**src/rtl/gate_test_sequencer.sv**
```systemverilog
// gate_test_sequencer: steps a 3-input gate through {a,b,c}=0..7 and checks each output against EXPECT (rev 1.0).
// Optional macro GATE_SEQ_HALT_ON_FAIL_EN: stop at the first mismatching vector instead of running all eight.
`default_nettype none

module gate_test_sequencer #(
  parameter int unsigned SETTLE_CYCLES = 4,
  parameter logic [7:0]  EXPECT        = 8'h7F
) (
  input  logic       clk,
  input  logic       rst_n,
  input  logic       start,
  input  logic       dut_out,
  output logic       drv_a,
  output logic       drv_b,
  output logic       drv_c,
  output logic [2:0] step,
  output logic       busy,
  output logic       done,
  output logic       pass,
  output logic [7:0] obs_vec,
  output logic [7:0] fail_vec
);

  localparam logic [1:0] c_IDLE   = 2'd0;
  localparam logic [1:0] c_SETTLE = 2'd1;
  localparam logic [1:0] c_SAMPLE = 2'd2;
  localparam logic [1:0] c_DONE   = 2'd3;

  localparam logic [7:0] c_CNT_LAST = 8'(SETTLE_CYCLES - 1);

  logic [1:0] state_q, state_d;
  logic [2:0] step_q, step_d;
  logic [7:0] cnt_q, cnt_d;
  logic [7:0] obs_q, obs_d;
  logic [7:0] fail_q, fail_d;
  logic       w_mismatch;

  assign w_mismatch = (dut_out != EXPECT[step_q]);

  always_ff @(posedge clk or negedge rst_n) begin
    if (!rst_n) begin
      state_q <= c_IDLE;
      step_q  <= 3'd0;
      cnt_q   <= 8'd0;
      obs_q   <= 8'h00;
      fail_q  <= 8'h00;
    end else begin
      state_q <= state_d;
      step_q  <= step_d;
      cnt_q   <= cnt_d;
      obs_q   <= obs_d;
      fail_q  <= fail_d;
    end
  end

  always_comb begin
    state_d = state_q;
    step_d  = step_q;
    cnt_d   = cnt_q;
    obs_d   = obs_q;
    fail_d  = fail_q;
    case (state_q)
      c_IDLE, c_DONE: begin
        if (start) begin
          state_d = c_SETTLE;
          step_d  = 3'd0;
          cnt_d   = 8'd0;
          obs_d   = 8'h00;
          fail_d  = 8'h00;
        end
      end
      c_SETTLE: begin
        cnt_d = cnt_q + 8'd1;
        if (cnt_q == c_CNT_LAST) begin
          state_d = c_SAMPLE;
        end
      end
      c_SAMPLE: begin
        obs_d[step_q]  = dut_out;
        fail_d[step_q] = w_mismatch;
`ifdef GATE_SEQ_HALT_ON_FAIL_EN
        if ((step_q == 3'd7) || w_mismatch) begin
`else
        if (step_q == 3'd7) begin
`endif
          state_d = c_DONE;
        end else begin
          // Step only advances here, so gate inputs stay frozen for the whole settle window
          state_d = c_SETTLE;
          step_d  = step_q + 3'd1;
          cnt_d   = 8'd0;
        end
      end
      default: state_d = c_IDLE;
    endcase
  end

  always_comb begin
    busy     = (state_q == c_SETTLE) || (state_q == c_SAMPLE);
    done     = (state_q == c_DONE);
    pass     = (state_q == c_DONE) && (fail_q == 8'h00);
    step     = step_q;
    drv_a    = step_q[2];
    drv_b    = step_q[1];
    drv_c    = step_q[0];
    obs_vec  = obs_q;
    fail_vec = fail_q;
  end

endmodule

`default_nettype wire

```
**config.mk**
```make
export PLATFORM = sky130hd
export DESIGN_NAME = gate_test_sequencer
export DESIGN_NICKNAME = d
export VERILOG_FILES = /design/src/rtl/gate_test_sequencer.sv
export SDC_FILE = /design/constraint.sdc
export NUM_CORES = 1
export LEC_CHECK = 0
export BUFFER_PORTS_ARGS = -buffer_cell sky130_fd_sc_hd__buf_4
export CORE_MARGIN = 3
export CORE_UTILIZATION = 40
export DETAILED_ROUTE_END_ITERATION = 16
export GPL_ROUTABILITY_DRIVEN = 0
export GPL_TIMING_DRIVEN = 0
export RECOVER_POWER = 25
export SLEW_MARGIN = 40
export SYNTH_ARGS = -nofsm -noshare
export SYNTH_HDL_FRONTEND = slang
export SYNTH_SLANG_ARGS = --single-unit
```
**constraint.sdc**
```tcl
create_clock -name clk -period 4.64 [get_ports clk]
set_input_delay 0.464 -clock clk [delete_from_list [all_inputs] [get_ports clk]]
set_output_delay 0.464 -clock clk [all_outputs]
set_load 0.01 [all_outputs]
```
==> results.txt <==
The clock drives 29 sinks. The worst path arrival time is 2.35 ns. The maximum number of pins on one net before global-route repair came out at 30. The number of non-filler instances in the completed layout came out at between 200 and 300. The post-synthesis instance area is approximately 1900 sq um. The critical path starts at step[1]$_DFFE_PN0P_. The count of max-cap constraint violations is 1. Internal power comes to 722 uW. The number of buffer cells added on primary ports is 28. The adder-cell share of the synthesized area came out at 0.0519. The switching power is 570 uW.

The library cell used most frequently in the layout, excluding fill and tap cells, is sky130_fd_sc_hd__buf_4. The area fraction in compound gates after synthesis came out at 0.210. Once the clock tree was built, the setup fixing pass inserted 0 buffers.

The type of origin of the critical path is a flop. The max-slew headroom at the worst pin is -0.146. The worst path needs 2.17 ns of the cycle, external delays included. Across the VDD grid, the largest voltage drop is 0.227 mV. The switching part of the total is 0.441.

Using the TritonRoute via totals, the vias-per-cell ratio works out to 5.83. For this run, the post-layout net count is 253. The floorplan step defined a die boundary enclosing 5690 sq um.

The relative area change from synthesis to final layout came out at 19.3%. Derived from the worst setup path, the maximum achievable clock frequency is 0.462 GHz. The number of optimization iterations in the first detailed-route pass came out at 4. The sequential cell area fraction in the yosys report came out at 0.376.

The post-CTS resize count is 0. Measured along the y axis, the die boundary spans 75.4 um. The latest clock arrival within the worst-skew pair came out at slightly below 0.3 ns. The capturing element type of the critical path is a flop. The placed standard-cell area is 2200 sq um. Along the worst path, the maximum fanout reaches 13. The number of nets with antenna violations after routing is 0. The synthesized netlist net count came out at ~220.

The overall global routing resource usage came out at 0.195. The critical path data required time came out at 4.83 ns. The dominant combinational cell family by area after synthesis is simple AND/OR/NAND/NOR gates.

The fraction of registers with async set or reset after synthesis came out at 1.00. The count of flip-flops with a built-in enable after synthesis came out at 0. The total detailed-routing wirelength is ~5.0 mm. The worst min-delay path class is flop to flop. The remaining routing DRC violations came out at 0. Dividing the detail-routed wire length by the instance count gives between 15 and 20 um.

The first-pass GRT wire length came out at 8.30 mm. Of the total synthesized cell area, the portion taken by XOR and XNOR cells is 0. The share of layout cells above drive strength 1 is 0.186. The pin slew with the least headroom to its limit came out at 1.72 ns. Of the available clock period, the critical path in the final layout requires 0.467. The number of warning messages in the yosys log came out at 0. The final reports fail on capacitance limit, slew limit.

The tree is rooted in a sky130_fd_sc_hd__clkbuf_8. The final-report setup violation count is 0. The die span in x is around 75 um. The number of antenna violations at the first check in global routing is 0. The number of antenna diodes in the final layout is 0. Synthesis instantiated 46 different standard cells from the library.

The number of DRC markers after the initial detailed-route iteration came out at around 150. The number of endpoints with negative hold slack in the final report is 0. Synthesis inferred 29 register bits. The total count of max-transition violations in the final report is 30. The hold buffer count at cts came out at 0.

The final HPWL from detailed placement is 3.43 mm. The power share of the clock group came out at 0.186. The clock skew after layout came out at 0.00909 ns.

The cell count after synthesis is 206. The mean instance size in the synthesized netlist is 9.36 sq um. TritonCTS created 5 clock buffers. Setup repair after global routing left no endpoint under its margin. Dividing total power by cell area gives a power density of 561 nW/um^2.

Detailed routing inserted a total of 1713 vias. The top cell types in the final layout, fill and taps aside, are sky130_fd_sc_hd__buf_4 (30), sky130_fd_sc_hd__dfrtp_1 (29), sky130_fd_sc_hd__clkbuf_1 (15), sky130_fd_sc_hd__inv_1 (13), sky130_fd_sc_hd__a21oi_1 (12). The I/O pin total is 29. The source of the worst register-to-register timing path is step[1]$_DFFE_PN0P_. The total congestion overflow after global routing is 0. The post-synthesis share of cell area spent on and, or, nand and nor gates came out at 0.229. The area inside the core boundary is 4500 sq um. The starting density of the core is 0.428.

The maximum buffer depth of the clock tree came out at 2. The cell area after layout came out at 2300 sq um. The H-tree depth is 2.

The reported leakage power came out at ~1.1 nW. Among all flip-flop cells after synthesis, the most frequent one is sky130_fd_sc_hd__dfrtp_1. The final-layout setup total negative slack is 0 ns. The number of placed cells counting well taps came out at approximately 290. Clock-pin slew was measured on the worst setup and hold paths at 0.07 ns. TritonCTS built the clock tree. The mux contribution to synthesized area came out at 0.0519. After floorplanning, the core was divided into 24 placement rows. The number of global-route vias before repair came out at 1614. The logic gate share of total power is 0.533. The share of total power dissipated in sequential elements is 0.281.

In this run the most critical hold path is launched from fail_vec[6]$_DFFE_PN0P_. The flow ran to the end, but the final reports show violations. The class of the most critical setup path is flop to flop.
-- layout make-up --
| cell class | count | area (sq um) |
|---|---|---|
| Buffer | 21 | 108 |
| Clock buffer | 7 | 96.3 |
| Clock inverter | 1 | 5.00 |
| Fill cell | 434 | 2200 |
| Inverter | 13 | 48.8 |
| Multi-Input combinational cell | 143 | 1050 |
| Sequential cell | 29 | 726 |
| Tap cell | 52 | 65.1 |
| Timing Repair Buffer | 28 | 206 |
-- cells by family (layout without fill, tap and decap cells) --
family          count (synthesis)  count (layout)
buf+inv                        34              70
flops                          29              29
compound gates                 61              61
simple gates                   64              64
fa+ha+maj                       8               8
mux                            10              10
-- state kept, by name (all words and copies together) (netlist names) --
name / count
cnt_q: 8
fail_vec: 8
obs_vec: 8
step: 3
state_q: 2
-- layer usage --
layer | vias up | share of wire | track usage | wire [um]
met2 | 46 | 0.41 | 0.257 | 2050
met3 | 6 | 0.044 | 0.0396 | 218
met4 | 0 | 0.013 | 0.0583 | 62
met1 | 814 | 0.53 | 0.313 | 2620
li1 | 847 | - | - | -
met5 | - | 0 | 0 | 0
-- worst max-delay path: stages (launching register included) --
cell and delay (ns):
sky130_fd_sc_hd__dfrtp_1 0.52, sky130_fd_sc_hd__ha_1 0.27, sky130_fd_sc_hd__ha_1 0.25, sky130_fd_sc_hd__and2_4 0.19, sky130_fd_sc_hd__buf_6 0.13, sky130_fd_sc_hd__or4_1 0.46, sky130_fd_sc_hd__o311ai_1 0.25
-- path summary, 6_finish.rpt --
check                                                to  slack [ns]  depth (start not counted)
worst max-delay path               cnt_q[7]$_DFFE_PN0P_        2.47                          6
worst min-delay path            fail_vec[6]$_DFFE_PN0P_        0.53                          2
worst max register to register     cnt_q[7]$_DFFE_PN0P_        2.47                          6
worst min register to register  fail_vec[6]$_DFFE_PN0P_        0.53                          2
max in group asynchronous        obs_vec[7]$_DFFE_PN0P_        3.02                          1
min in group asynchronous       fail_vec[6]$_DFFE_PN0P_        0.61                          1
-- power by group through the flow --
| stage | sequential, mW | clock, mW | combinational [mW] |
|---|---|---|---|
| CTS | 0.363 | 0.244 | 0.688 |
| finish | 0.363 | 0.240 | 0.689 |
| global placement | 0.365 | 0 | 0.682 |
| global route | 0.373 | 0.253 | 0.768 |
| detailed placement | 0.367 | 0 | 0.685 |
| floorplan | 0.370 | 0 | 0.445 |
-- cell usage after synthesis (all sizes together) (3+ instances only) --
master | n | area, sq um
o22ai | 9 | 56.3
buf | 7 | 55.1
o311ai | 3 | 26.3
nand2 | 5 | 18.8
and3 | 5 | 31.3
nand2b | 4 | 25.0
a221oi | 8 | 70.1
mux2i | 10 | 100
dfrtp | 29 | 726
o211ai | 3 | 22.5
nand3b | 4 | 30.0
a21oi | 12 | 60.1
nor2b | 4 | 25.0
nand3 | 4 | 20.0
nor4bb | 3 | 30.0
ha | 8 | 100
nor3b | 9 | 67.6
inv | 13 | 48.8
nor4 | 3 | 18.8
or3b | 3 | 26.3
and4b | 3 | 30.0
o21ai | 15 | 75.1
clkbuf | 14 | 52.6
-- stage by stage --
stage               setup slack, ns  total power [mW]  utilization  hold slack [ns]
global route                   2.36              1.39        0.511            0.557
detailed placement             2.50              1.05        0.489            0.427
floorplan                      2.65             0.815            -            0.168
global placement               2.50              1.05        0.489            0.423
finish                         2.47              1.29        0.511            0.533
CTS                            2.48              1.29        0.512            0.113
Power figures use the tool's default switching activity.
